[config.mk]
export PLATFORM = sky130hd
export DESIGN_NAME = uart_tx_buffered
export DESIGN_NICKNAME = d
export VERILOG_FILES = /design/src/rtl/uart_tx_buffered.sv
export SDC_FILE = /design/constraint.sdc
export NUM_CORES = 1
export LEC_CHECK = 0
export ABC_CLOCK_PERIOD_IN_PS = 3400
export CAP_MARGIN = 10
export CELL_PAD_IN_SITES_DETAIL_PLACEMENT = 1
export CELL_PAD_IN_SITES_GLOBAL_PLACEMENT = 1
export CORE_UTILIZATION = 47
export CTS_CLUSTER_SIZE = 40
export DETAILED_ROUTE_END_ITERATION = 10
export PLACE_DENSITY = 0.82
export RECOVER_POWER = 50
export SETUP_SLACK_MARGIN = 0.1
export SLEW_MARGIN = 20
export SYNTH_ARGS = -nofsm -noshare
export SYNTH_HDL_FRONTEND = slang
export SYNTH_SLANG_ARGS = --single-unit
[constraint.sdc]
create_clock -name CLK_50M -period 3.4 [get_ports CLK_50M]
set_input_delay 1.02 -clock CLK_50M [delete_from_list [all_inputs] [get_ports CLK_50M]]
set_output_delay 1.02 -clock CLK_50M [all_outputs]
set_load 0.01 [all_outputs]
[src/rtl/uart_tx_buffered.sv]
// uart_tx_buffered: buffered 8N1 UART transmitter.
//   Bytes enter a FIFO over a valid/ready handshake and are serialised LSB-first
//   on UART_TX at BAUD. UART_CTS (active-low) gates the start of each frame only.
// Ports:
//   CLK_50M     system clock (rising edge)
//   FPGA_RST    asynchronous active-high reset
//   TX_Data     byte to transmit
//   TX_Valid    TX_Data valid
//   TX_Ready    FIFO not full
//   UART_CTS    peer clear-to-send, active-low, asynchronous
//   UART_TX     serial line, idles high, driven from a flop
//   TX_Busy     frame on the line or bytes buffered
//   FIFO_Count  bytes currently buffered
module uart_tx_buffered #(
  parameter int unsigned CLK_FREQ   = 50000000,
  parameter int unsigned BAUD       = 115200,
  parameter int unsigned FIFO_DEPTH = 16
) (
  input  logic                         CLK_50M,
  input  logic                         FPGA_RST,
  input  logic [7:0]                   TX_Data,
  input  logic                         TX_Valid,
  output logic                         TX_Ready,
  input  logic                         UART_CTS,
  output logic                         UART_TX,
  output logic                         TX_Busy,
  output logic [$clog2(FIFO_DEPTH):0] FIFO_Count
);

  localparam int unsigned DIVISOR = (CLK_FREQ + BAUD / 2) / BAUD;
  localparam int unsigned CNT_W   = (DIVISOR > 1) ? $clog2(DIVISOR) : 1;
  localparam int unsigned AW      = $clog2(FIFO_DEPTH);
  localparam int unsigned PW      = AW + 1;

  typedef enum logic [1:0] {
    S_IDLE,
    S_START,
    S_DATA,
    S_STOP
  } state_e;

  // FIFO storage and pointers
  logic [7:0]    mem_q [FIFO_DEPTH];
  logic [PW-1:0] wr_ptr_q, wr_ptr_d;
  logic [PW-1:0] rd_ptr_q, rd_ptr_d;
  logic [PW-1:0] count;
  logic          full;
  logic          empty;
  logic          push;
  logic          pop;
  logic [7:0]    head_byte;

  // CTS synchroniser
  logic cts_meta_q;
  logic cts_sync_q;
  logic cts_ok;

  // Transmit FSM
  state_e         state_q, state_d;
  logic [CNT_W-1:0] baud_cnt_q, baud_cnt_d;
  logic [2:0]     bit_idx_q, bit_idx_d;
  logic [7:0]     shift_q, shift_d;
  logic           tx_q, tx_d;
  logic           line_busy_q;
  logic           baud_done;

  // ---------------------------------------------------------------------------
  // FIFO
  // ---------------------------------------------------------------------------
  assign count     = wr_ptr_q - rd_ptr_q;
  assign full      = (count == PW'(FIFO_DEPTH));
  assign empty     = (count == '0);
  assign head_byte = mem_q[rd_ptr_q[AW-1:0]];
  assign push      = TX_Valid && !full;

  assign wr_ptr_d = wr_ptr_q + PW'(push);
  assign rd_ptr_d = rd_ptr_q + PW'(pop);

  always_ff @(posedge CLK_50M or posedge FPGA_RST) begin
    if (FPGA_RST) begin
      wr_ptr_q <= '0;
      rd_ptr_q <= '0;
    end else begin
      wr_ptr_q <= wr_ptr_d;
      rd_ptr_q <= rd_ptr_d;
    end
  end

  always_ff @(posedge CLK_50M) begin
    if (push) begin
      mem_q[wr_ptr_q[AW-1:0]] <= TX_Data;
    end
  end

  // ---------------------------------------------------------------------------
  // CTS synchroniser (reset to "not clear")
  // ---------------------------------------------------------------------------
  always_ff @(posedge CLK_50M or posedge FPGA_RST) begin
    if (FPGA_RST) begin
      cts_meta_q <= 1'b1;
      cts_sync_q <= 1'b1;
    end else begin
      cts_meta_q <= UART_CTS;
      cts_sync_q <= cts_meta_q;
    end
  end

  assign cts_ok = !cts_sync_q;

  // ---------------------------------------------------------------------------
  // Transmit FSM
  // ---------------------------------------------------------------------------
  assign baud_done = (baud_cnt_q == CNT_W'(DIVISOR - 1));

  always_comb begin
    state_d    = state_q;
    baud_cnt_d = baud_cnt_q;
    bit_idx_d  = bit_idx_q;
    shift_d    = shift_q;
    pop        = 1'b0;
    tx_d       = 1'b1;

    unique case (state_q)
      S_IDLE: begin
        tx_d       = 1'b1;
        baud_cnt_d = '0;
        if (!empty && cts_ok) begin
          pop     = 1'b1;
          shift_d = head_byte;
          state_d = S_START;
        end
      end

      S_START: begin
        tx_d = 1'b0;
        if (baud_done) begin
          baud_cnt_d = '0;
          bit_idx_d  = '0;
          state_d    = S_DATA;
        end else begin
          baud_cnt_d = baud_cnt_q + CNT_W'(1);
        end
      end

      S_DATA: begin
        tx_d = shift_q[0];
        if (baud_done) begin
          baud_cnt_d = '0;
          shift_d    = {1'b0, shift_q[7:1]};
          if (bit_idx_q == 3'd7) begin
            state_d = S_STOP;
          end else begin
            bit_idx_d = bit_idx_q + 3'd1;
          end
        end else begin
          baud_cnt_d = baud_cnt_q + CNT_W'(1);
        end
      end

      S_STOP: begin
        tx_d = 1'b1;
        if (baud_done) begin
          baud_cnt_d = '0;
          if (!empty && cts_ok) begin
            pop     = 1'b1;
            shift_d = head_byte;
            state_d = S_START;
          end else begin
            state_d = S_IDLE;
          end
        end else begin
          baud_cnt_d = baud_cnt_q + CNT_W'(1);
        end
      end

      default: begin
        state_d    = S_IDLE;
        baud_cnt_d = '0;
      end
    endcase
  end

  always_ff @(posedge CLK_50M or posedge FPGA_RST) begin
    if (FPGA_RST) begin
      state_q     <= S_IDLE;
      baud_cnt_q  <= '0;
      bit_idx_q   <= '0;
      shift_q     <= '0;
      tx_q        <= 1'b1;
      line_busy_q <= 1'b0;
    end else begin
      state_q     <= state_d;
      baud_cnt_q  <= baud_cnt_d;
      bit_idx_q   <= bit_idx_d;
      shift_q     <= shift_d;
      tx_q        <= tx_d;
      line_busy_q <= (state_q != S_IDLE);
    end
  end

  // The line lags the FSM by one flop; line_busy_q holds TX_Busy until the
  // last stop bit has actually left UART_TX.
  assign UART_TX    = tx_q;
  assign TX_Ready   = !full;
  assign TX_Busy    = (state_q != S_IDLE) || !empty || line_busy_q;
  assign FIFO_Count = count;

endmodule

### Word level (Yosys, flattened, before mapping)

Memories as Yosys holds them, arrays and structs flattened.
Index checks and enable logic that the tools add are counted.

| word-level totals | value |
|---|---|
| memories | 1 |
| bits in registers | 36 |
| logic and storage cells | 68 |
| RAM bits | 128 |
| input port bits | 12 |
| output and inout port bits | 8 |

| operators by class | value |
|---|---|
| $add $sub $neg | 5 |
| reduce and logical (&&, ||, !) cells | 17 |
| equal/unequal tests | 12 |
| mux-type cells | 23 |

Memory list:

| memory | depth | bits a word | read ports | clocked after Yosys merged registers in | wr ports | RTL line | text |
|---|---|---|---|---|---|---|---|
| mem_q | 16 | 8 | 1 | 0 | 1 | 43 | `logic [7:0] mem_q [FIFO_DEPTH];` |

Operators with widths:

| kind | count |
|---|---|
| $mux 8 | 3 |
| $pmux 8 s3 | 1 |
| $pmux 9 s2 | 1 |
| $ne 2x2->1 const B | 6 |
| $add 5x1->5 | 2 |
| $mux 2 | 5 |
| $add 9x1->9 const B | 1 |
| $eq 9x9->1 const B | 1 |
| $mux 3 | 3 |
| $mux 9 | 1 |
| $pmux 2 s4 | 1 |
| $pmux 3 s2 | 1 |
| $eq 5x5->1 const B | 1 |
| $logic_not 5->1 | 1 |
| $mux 1 | 5 |
| $reduce_and 5->1 | 1 |
| $sub 5x5->5 | 1 |
| $eq 2x2->1 const B | 2 |
| $reduce_and 4->1 | 1 |
| $reduce_bool 2->1 | 2 |
| $add 3x1->3 const B | 1 |
| $eq 3x3->1 const B | 1 |
| $logic_not 1->1 | 3 |
| $pmux 1 s3 | 1 |
| 9 further kinds | 11 |

### Logic depth before layout (Yosys ltp)

Gate-level depths: netlist of run 1.

| depth | value |
|---|---|
| depth after elaboration | 8 |
| mapped depth | 14 |
| depth with buffers taken out | 13 |

### Worst setup path after synthesis of run 1

Ideal clock, no wire load.

| path | value |
|---|---|
| path kind | flip-flop to output port |
| start point | register rd_ptr_q[1] |
| end point | output port TX_Busy |
| buffers on the path | 2 |
| data required time | 2380 ps |
| stages on the path, launching flop included | 9 |
| arrival | 2406 ps |
| path slack | -26 ps |
| cells stage by stage | dfrtp_1 > clkbuf_1 > buf_2 > inv_1 > fa_1 > xor2_2 > a211oi_2 > o2bb2ai_2 > or3_2 |

| between the ends | value |
|---|---|
| cells in the longest elaborated chain, start to end | 5 |

RTL lines:

| element | RTL line | text |
|---|---|---|
| start: declaration | 45 | `logic [PW-1:0] rd_ptr_q, rd_ptr_d;` |
| start signal: assignment | 85 | `rd_ptr_q <= rd_ptr_d;` |
| $sub 5x5->5 | 70 | `assign count = wr_ptr_q - rd_ptr_q;` |
| named net FIFO_Count[2] | 27 | `output logic [$clog2(FIFO_DEPTH):0] FIFO_Count` |
| $logic_not 5->1 | 72 | `assign empty = (count == '0);` |
| $logic_not 1->1 | 205 | `assign TX_Busy = (state_q != S_IDLE) \|\| !empty \|\| line_busy_q;` |
| $logic_or 1x1->1 (2 in a row) | 205 |  |
| end: declaration | 26 | `output logic TX_Busy,` |

The timed path passes the listed nets, and every way through them passes these cells.

### Worst setup path after layout of run 1

| path | value |
|---|---|
| start point | register wr_ptr_q[0] |
| end point | output port TX_Busy |

| between the ends | value |
|---|---|
| cells in the longest elaborated chain, start to end | 5 |

RTL lines:

| element | RTL line | text |
|---|---|---|
| start: declaration | 44 | `logic [PW-1:0] wr_ptr_q, wr_ptr_d;` |
| start signal: assignment | 84 | `wr_ptr_q <= wr_ptr_d;` |
| $sub 5x5->5 | 70 |  |
| $logic_not 5->1 | 72 |  |
| $logic_not 1->1 | 205 |  |
| $logic_or 1x1->1 (2 in a row) | 205 |  |

No other way between the ends.

==> reports/metrics.yaml, run 1 <==
floorplan:
  core_mm2: 0.01453
  fp.dieH_um: 124.3
  die_area_mm2: 0.01544
  rows: 44
  pin_count: 20
  die_x_um: 124.3
  start_util_pct: 48.35
synthesis:
  ys_warn_count: 0
  synthDistinctLibCells: 54
  syn-num-nets: 490
  synth_xor_area_share_pct: 1.976
  yosys_most_used_dff: "edfxtp_1"
  syn-cell-area_mm2: 0.007027
  synth_seq_cells: 164
  synth_edf_count: 128
  ys_seq_area_share_pct: 67.57
  yosys.area_share.simple_pct: 7.639
  synth-adder-area-share_pct: 3.312
  synthMuxAreaShare_pct: 11.18
  synth.avg_cell_area_um2: 15.28
  postSynth.asyncResetShare_pct: 21.95
  syn_inst: 460
  synth-compound-area-share_pct: 5.947
  synth_top_family_by_area: "multiplexers"
sta:
  fin_hold_ws_ns: 0.3551
  hold_viol_final: 0
  rsz0062_at_grt: "yes"
  slew_headroom_pct: -32.14
  setup_viol: 2
  tightest_slew_ns: 1.982
  fin_worst_skew_ns: 0.01310
  final.setup.worst_slack_ns: -0.1839
  clock.fmax_ghz: 0.2790
  timing.final.crit_share_pct: 105.4
  min_period_ns: 3.584
  slew_viol_final: 37
power:
  p_leak_nw: 3.134
  finalPower_mw: 7.742
  irDropWorstVdd_mv: 0.4767
  power_density_mw_per_mm2: 923.6
cells_and_area:
  syn2layout_area_growth_pct: 19.28
  fin_nets: 561
  final_cells: 727
  final_common_cell: "edfxtp_1"
  final_cell_area_mm2: 0.008382
  fillers: 1386
  diodes: 0
  drive_gt1_share_pct: 22.47
  final_cell_mix: "edfxtp_1 (128), buf_4 (50), mux2i_1 (41)"
placement:
  portBuffers: 19
  post-place-cells: 680
  hpwl_um: 10430
  preCtsSetupSlack_ns: -0.2793
  place_area_mm2: 0.007617
  gp_congestion: 0.8397
clock_tree:
  clk_path_buf_depth: 2
  htree_levels: 4
  cts_buffers: 17
  clk_pin_slew_ns: 0.06
  clock_sinks: 164
  cts_hold_buffers: 0
  insertion_delay_ns: 0.43
  clockRootBuffer: "clkbuf_16"
  cts_tree: "yes"
flow_run:
  maxCapViolations: 1
setup_path:
  crit_required_ns: 2.38
  cp_cell_sequence: "inv_2, ha_4, inv_2, fa_2, nand3b_1, a211oi_2, o2bb2ai_2, or3_4, buf_6"
  cp_slowest_cell: "fa_2"
  critPathLaunchType: "flip-flop"
  criticalPathCategory: "reg2out"
  cp.arrival_ns: 2.56
  cp-end-kind: "output port"
  worstRegToRegCells: 12
  max_stage_delay_ns: 0.44
  crit_fanout: 3
  cpMostUsedCell: "inv_2"
detailed_routing:
  avgRoutedWirePerCell_um: 23.14
  finalWirelength_um: 16820
  viasPerCell: 5.770
  drt-initial-drc-count: 334
  firstDrtPassIters: 4
  dr_total_vias: 4195
  drc: 0
  ant_nets: 0
global_route:
  grt_start_max_net_pins: 39
  track_usage_pct: 23.71
  grt_first_pass_wirelength_um: 27190
  antenna_found_initial: 0
  overflow: 0
  grt_pass1_vias: 4716
min_path:
  hp-class: "reg2reg"
  whs_path_depth: 0
outcome:
  violations: "capacitance limit, slew limit, setup timing"
  status: "finished with violations"
[Yosys cell counts (2+ instances only)]
master | n | share of area [%]
dfstp_2 | 3 | 1.1
ha_1 | 17 | 3.0
buf_4 | 2 | 0.21
edfxtp_1 | 128 | 55
mux2_4 | 7 | 1.5
a32oi_1 | 6 | 0.75
nand4_1 | 4 | 0.36
buf_6 | 4 | 0.64
nor2_1 | 31 | 1.7
inv_1 | 14 | 0.75
and4b_1 | 2 | 0.28
nor3_1 | 6 | 0.43
a31oi_1 | 2 | 0.18
o21ai_0 | 8 | 0.57
mux4_2 | 12 | 3.8
xor2_1 | 7 | 0.87
nand3_1 | 10 | 0.71
and2_1 | 4 | 0.36
dfrtp_1 | 33 | 12
nand2b_1 | 3 | 0.27
nand2_1 | 38 | 2.0
buf_2 | 4 | 0.28
a22oi_1 | 10 | 1.1
a21oi_1 | 15 | 1.1
nand3b_1 | 2 | 0.21
clkbuf_1 | 8 | 0.43
mux2i_1 | 41 | 5.8
nor2b_1 | 2 | 0.18
o2111ai_1 | 6 | 0.75
xnor2_1 | 7 | 0.87
[final cells by class]
type	instances	area (um^2)	share of cell area (%)
multi-input cells	263	2156	25.72
repair buffers	70	570.5	6.807
well taps	184	230.2	2.747
inverters	15	56.30	0.6717
flip-flops and latches	164	4751	56.68
clock buffers	17	425.4	5.075
clock inverters	14	192.7	2.299
[cells by family (layout without fill, tap and decap cells)]
family                     count (synthesis)  after routing
muxes                                     60             60
and+or+nand+nor                          112            112
AOI/OAI and AO/OA                         58             58
buffers and inverters                     33            116
xor gates and xnor gates                  15             15
DFF                                      164            164
adders and majority gates                 18             18
[layer usage]
metal | routed length (um) | track usage, % | vias to the layer above
li1 | - | - | 1889
met1 | 7119 | 30.66 | 2160
met2 | 8449 | 38.41 | 122
met3 | 854 | 5.928 | 24
met5 | 0 | 0 | -
met4 | 397 | 9.426 | 0
[power by group]
part           switching, mW  internal, mW
Sequential             0.162          2.50
Clock                  0.853          1.18
Combinational           1.64          1.41
[registers in the layout, indices dropped and copies added (netlist names)]
register,flops
baud_cnt_q,9
bit_idx_q,3
line_busy_q,1
mem_q,128
cts_sync_q,1
rd_ptr_q,5
shift_q,8
cts_meta_q,1
state_q,2
UART_TX,1
wr_ptr_q,5
[through the flow]
stage | utilization, % | setup TNS (ns)
floorplan | - | 0
global placement | 52.41 | -0.1586
detailed placement | 52.41 | -0.3992
CTS | 57.41 | -0.4017
global route | 57.67 | -0.7266
finish | 57.67 | -0.2118
[what timing repair did]
item / in CTS / in global routing
endpoints found under the setup margin: 6 / 3
resized for setup: 18 / 4
setup buffers: 14 / 3
pin swaps: 6 / 2
hold endpoints to repair: 0 / 0
[path summary, 6_finish.rpt]
check / start / slack [ns] / end
min in group asynchronous: FPGA_RST / 1.74 / baud_cnt_q[2]
max in group asynchronous: FPGA_RST / 0.37 / rd_ptr_q[2]
worst max register to register: wr_ptr_q[0] / 0.36 / mem_q[2][5]
worst max-delay path: wr_ptr_q[0] / -0.18 / TX_Busy
worst min-delay path: cts_meta_q / 0.36 / cts_sync_q
worst min register to register: cts_meta_q / 0.36 / cts_sync_q
[worst max-delay path, delay by kind of cell, from the launching register on]
kind	cells	cell delay, ns
flops	1	0.39
fa+ha+maj	2	0.58
buf+inv	3	0.26
compound gates	2	0.36
simple gates	2	0.54
Power figures use the tool's default switching activity.
==> run 2: changes to the inputs <==
MAX_ROUTING_LAYER = met4   (was not set)
==> run 2 against run 1 <==
Effect of this change:
- the run still ends with capacitance limit, slew limit, setup timing left
- wire length about the same
- count of clock-buffer cells in the layout unchanged
- hold slack hardly changed
- setup slack worse by 0.011 ns
- via count grew 0.79%
- global-route usage grew 0.73 points
- power is essentially flat
- first-iteration DRC count down 7.5%
- register-to-register slack about the same
- maximum frequency shrank 0.30%
- clock power about the same
- critical path type unchanged
==> reports/metrics.yaml, run 2 (synthesized netlist as in run 1, its figures left out) <==
outcome:
  status: "finished with violations"
  violations: "capacitance limit, slew limit, setup timing"
detailed_routing:
  dr_total_vias: 4228
  ant_nets: 0
  finalWirelength_um: 16820
  drc: 0
  drt-initial-drc-count: 309
  viasPerCell: 5.816
  firstDrtPassIters: 4
  avgRoutedWirePerCell_um: 23.13
floorplan:
  fp.dieH_um: 124.3
  start_util_pct: 48.35
  pin_count: 20
  die_area_mm2: 0.01544
  die_x_um: 124.3
  rows: 44
  core_mm2: 0.01453
sta:
  fin_worst_skew_ns: 0.009744
  slew_viol_final: 37
  slew_headroom_pct: -32.60
  tightest_slew_ns: 1.989
  min_period_ns: 3.595
  clock.fmax_ghz: 0.2782
  timing.final.crit_share_pct: 105.7
  hold_viol_final: 0
  final.setup.worst_slack_ns: -0.1947
  setup_viol: 2
  rsz0062_at_grt: "yes"
clock_tree:
  clock_sinks: 164
  htree_levels: 4
  clk_path_buf_depth: 2
  cts_tree: "yes"
  insertion_delay_ns: 0.43
  clockRootBuffer: "clkbuf_16"
  clk_pin_slew_ns: 0.06
  cts_buffers: 17
  cts_hold_buffers: 0
setup_path:
  crit_fanout: 3
  criticalPathCategory: "reg2out"
  critPathLaunchType: "flip-flop"
  crit_required_ns: 2.38
  r2r_start: "wr_ptr_q[0]"
  r2r_setup_slack_ns: 0.35
  cp-end-kind: "output port"
  worstRegToRegCells: 12
  worstReg2RegEnd: "mem_q[2][5]"
  cp.arrival_ns: 2.57
placement:
  hpwl_um: 10430
  gp_congestion: 0.8527
  post-place-cells: 680
  place_area_mm2: 0.007617
  portBuffers: 19
power:
  power_density_mw_per_mm2: 923.0
  p_leak_nw: 3.134
  irDropWorstVdd_mv: 0.4778
min_path:
  hp-class: "reg2reg"
  min-delay-start: "cts_meta_q"
  whs_path_depth: 0
  hold_path_end: "cts_sync_q"
global_route:
  grt_start_max_net_pins: 39
  overflow: 0
  grt_pass1_vias: 4701
  antenna_found_initial: 0
  track_usage_pct: 24.44
  grt_first_pass_wirelength_um: 27220
cells_and_area:
  fillers: 1386
  diodes: 0
  syn2layout_area_growth_pct: 19.28
  largest_reg_flops: 128
  fin_nets: 561
  final_common_cell: "edfxtp_1"
  final_cells: 727
  final_cell_area_mm2: 0.008382
  final_cell_mix: "edfxtp_1 (128), buf_4 (50), mux2i_1 (41)"
  drive_gt1_share_pct: 22.47
flow_run:
  maxCapViolations: 1
[run 2: cell counts in the layout (fill, tap and decap cells not counted)]
No cell type changed its count.
[run 2: area by class of cell]
class                           count  area [um^2]  share of cell area (%)
Sequential cell                   164         4751                   56.68
Clock buffer                       17        425.4                   5.075
Inverter                           15        56.30                  0.6717
Clock inverter                     14        192.7                   2.299
Tap cell                          184        230.2                   2.747
Multi-Input combinational cell    263         2156                   25.72
Timing Repair Buffer               70        570.5                   6.807
[run 2: worst max-delay path by stage]
stage | startpoint | to | slack [ns] | cells past startpoint
2_1_floorplan | rd_ptr_q[1] | TX_Busy | 0.12 | 8
3_3_place_gp | wr_ptr_q[0] | TX_Busy | -0.16 | 9
3_5_place_dp | wr_ptr_q[0] | TX_Busy | -0.28 | 9
4_1_cts | rd_ptr_q[0] | TX_Busy | -0.21 | 8
5_1_grt | wr_ptr_q[0] | TX_Busy | -0.30 | 9
6_report | wr_ptr_q[0] | TX_Busy | -0.19 | 9
[run 2: what timing repair did]
item	in CTS	in global routing
endpoints found under the hold margin	0	0
resized for setup	18	4
buffers inserted	14	3
pin swaps	6	2
setup endpoints to repair	6	3
[run 2: worst max-delay path, stage by stage (launching register included)]
cell and delay [ns]:
dfrtp_1 0.40, inv_2 0.09, ha_4 0.14, inv_2 0.04, fa_2 0.44, nand3b_1 0.22
a211oi_2 0.28, o2bb2ai_2 0.09, or3_4 0.33, buf_6 0.13
[run 2: metrics by stage]
| stage | TNS (ns) | hold WS (ns) | setup slack [ns] | total power, mW | util (%) |
|---|---|---|---|---|---|
| after global routing | -0.7266 | 0.3605 | -0.3016 | 8.127 | 57.67 |
| after detailed placement | -0.3992 | 0.3476 | -0.2793 | 5.478 | 52.41 |
| after CTS | -0.4017 | 0.3570 | -0.2093 | 7.681 | 57.41 |
| final | -0.2337 | 0.3551 | -0.1947 | 7.737 | 57.67 |
| after global placement | -0.1586 | 0.3477 | -0.1586 | 5.310 | 52.41 |
| after floorplan | 0 | 0.3452 | 0.1152 | 4.545 | - |
[run 2: where the power goes]
group	switching [mW]	internal [mW]
sequential	0.161	2.50
combinational	1.64	1.41
clock	0.851	1.18
[run 2: per-layer routing]
layer	wire, um	vias to the layer above	track usage (%)
met2	8398	130	38.41
met5	0	-	-
met4	430	0	9.851
li1	-	1889	-
met1	7197	2180	30.72
met3	792	29	5.670
==> run 3: changes to the inputs <==
SLEW_MARGIN = 30   (was 20)
TNS_END_PERCENT = 1   (was not set)
==> run 3 against run 2 <==
Effect of this change:
- the run still ends with capacitance limit, slew limit, setup timing left
- setup slack improved by 0.0073 ns
- clock power barely moved
- sequential share of layout area grew 0.093 points
- via count fell by 0.17%
- die area did not move
- register-to-register slack about the same
- combinational power shrank 1%
- final area down 0.16%
- critical path type unchanged
- critical endpoint unchanged
==> reports/metrics.yaml, run 3 (synthesized netlist as in run 1, its figures left out) <==
outcome:
  status: "finished with violations"
  violations: "capacitance limit, slew limit, setup timing"
setup_path:
  worstReg2RegEnd: "mem_q[2][5]"
  r2r_setup_slack_ns: 0.35
  r2r_start: "wr_ptr_q[0]"
  cp_slowest_cell: "fa_2"
  critPathLaunchType: "flip-flop"
  cp-end-kind: "output port"
  criticalPathCategory: "reg2out"
  crit_fanout: 3
  cp_cell_sequence: "ha_4, inv_2, fa_2, nand3b_1, a211oi_2, o2bb2ai_2, or3_4, buf_6"
  crit_required_ns: 2.38
  cp.arrival_ns: 2.57
  worstRegToRegCells: 13
  max_stage_delay_ns: 0.45
  setup.worst_path.start: "rd_ptr_q[0]"
min_path:
  hold_path_end: "cts_sync_q"
  hp-class: "reg2reg"
  whs_path_depth: 0
  min-delay-start: "cts_meta_q"
sta:
  fin_worst_skew_ns: 0.01097
  setup_viol: 2
  min_period_ns: 3.587
  clock.fmax_ghz: 0.2788
  fin_hold_ws_ns: 0.3551
  rsz0062_at_grt: "yes"
  hold_viol_final: 0
  final.setup.worst_slack_ns: -0.1873
  slew_viol_final: 37
  timing.final.crit_share_pct: 105.5
  slew_headroom_pct: -32.17
  tightest_slew_ns: 1.983
clock_tree:
  htree_levels: 4
  insertion_delay_ns: 0.43
  clock_sinks: 164
  cts_tree: "yes"
  cts_buffers: 17
  clockRootBuffer: "clkbuf_16"
  clk_pin_slew_ns: 0.07
  cts_hold_buffers: 0
  clk_path_buf_depth: 2
power:
  power_density_mw_per_mm2: 920.4
  finalPower_mw: 7.702
  irDropWorstVdd_mv: 0.4748
  p_leak_nw: 3.125
detailed_routing:
  avgRoutedWirePerCell_um: 23.15
  finalWirelength_um: 16790
  dr_total_vias: 4221
  wl_met3_um: 794
  drt-initial-drc-count: 290
  met2_wirelength_um: 8450
  firstDrtPassIters: 4
  wl_met1_um: 7158
  drc: 0
  highest_layer: "met4"
  ant_nets: 0
  viasPerCell: 5.822
cells_and_area:
  syn2layout_area_growth_pct: 19.09
  diodes: 0
  fin_nets: 559
  multi_input_area_mm2: 0.002156
  regArea_mm2: 0.004751
  final_cell_mix: "edfxtp_1 (128), buf_4 (49), mux2i_1 (41)"
  fillers: 1384
  drive_gt1_share_pct: 22.55
  largest_reg_flops: 128
  final_cells: 725
  final_common_cell: "edfxtp_1"
placement:
  post-place-cells: 680
  gp_congestion: 0.8527
  portBuffers: 19
  hpwl_um: 10430
floorplan:
  core_mm2: 0.01453
  die_x_um: 124.3
  start_util_pct: 48.35
  fp.dieH_um: 124.3
  pin_count: 20
  rows: 44
  die_area_mm2: 0.01544
global_route:
  overflow: 0
  antenna_found_initial: 0
  grt_start_max_net_pins: 39
  track_usage_pct: 24.47
  grt_pass1_vias: 4713
  grt_first_pass_wirelength_um: 27260
flow_run:
  maxCapViolations: 1
[run 3: changes by cell type in the layout (fill, tap and decap cells not counted), sizes merged]
cell | previous run | this run
dlygate4sd2 | 3 | 1
[run 3: cell type report]
type / count / share of cell area [%]
well taps: 184 / 2.751
flip-flops and latches: 164 / 56.77
repair buffers: 68 / 6.654
clock buffers: 17 / 5.084
clock inverters: 14 / 2.303
multi-input cells: 263 / 25.76
inverters: 15 / 0.6728
[run 3: critical path: cells and delay by family, from the launching register on]
family,cells,cell delay (ns)
and+or+nand+nor,2,0.55
AOI/OAI and AO/OA,2,0.37
buffers and inverters,2,0.18
DFF,1,0.42
adders and majority gates,2,0.63
[run 3: power by group]
part           internal (mW)  total, mW  leakage (nW)  switching [mW]
Combinational           1.38       3.01          1.22            1.63
Sequential              2.50       2.66          1.60           0.162
Clock                   1.18       2.03         0.306           0.848
Total                   5.06       7.70          3.13            2.64
[run 3: metrics by stage]
step	area (um^2)	worst slack [ns]	setup TNS, ns	utilization [%]
2_1_floorplan	7047	0.1152	0	-
3_3_place_gp	7617	-0.1586	-0.1586	52.41
3_5_place_dp	7617	-0.2793	-0.3992	52.41
4_1_cts	8346	-0.2093	-0.4778	57.42
5_1_grt	8368	-0.2876	-0.7775	57.58
6_report	8368	-0.1873	-0.2947	57.58
[run 3: what timing repair did]
item,CTS,global route
gates resized for setup,19,4
pin swaps,6,1
buffers inserted,13,1
endpoints found under the hold margin,0,0
endpoints found under the setup margin,6,3
[run 3: worst max-delay path by stage]
stage	end	slack [ns]	cells past startpoint
floorplan	TX_Busy	0.12	8
global placement	TX_Busy	-0.16	9
detailed placement	TX_Busy	-0.28	9
CTS	TX_Busy	-0.21	8
global route	TX_Busy	-0.29	9
finish	TX_Busy	-0.19	8
[run 3: per-layer routing]
layer / GRT usage, % / up-vias
met1: 30.72 / 2191
met5: - / -
li1: - / 1888
met2: 38.48 / 118
met3: 5.713 / 24
met4: 9.851 / 0
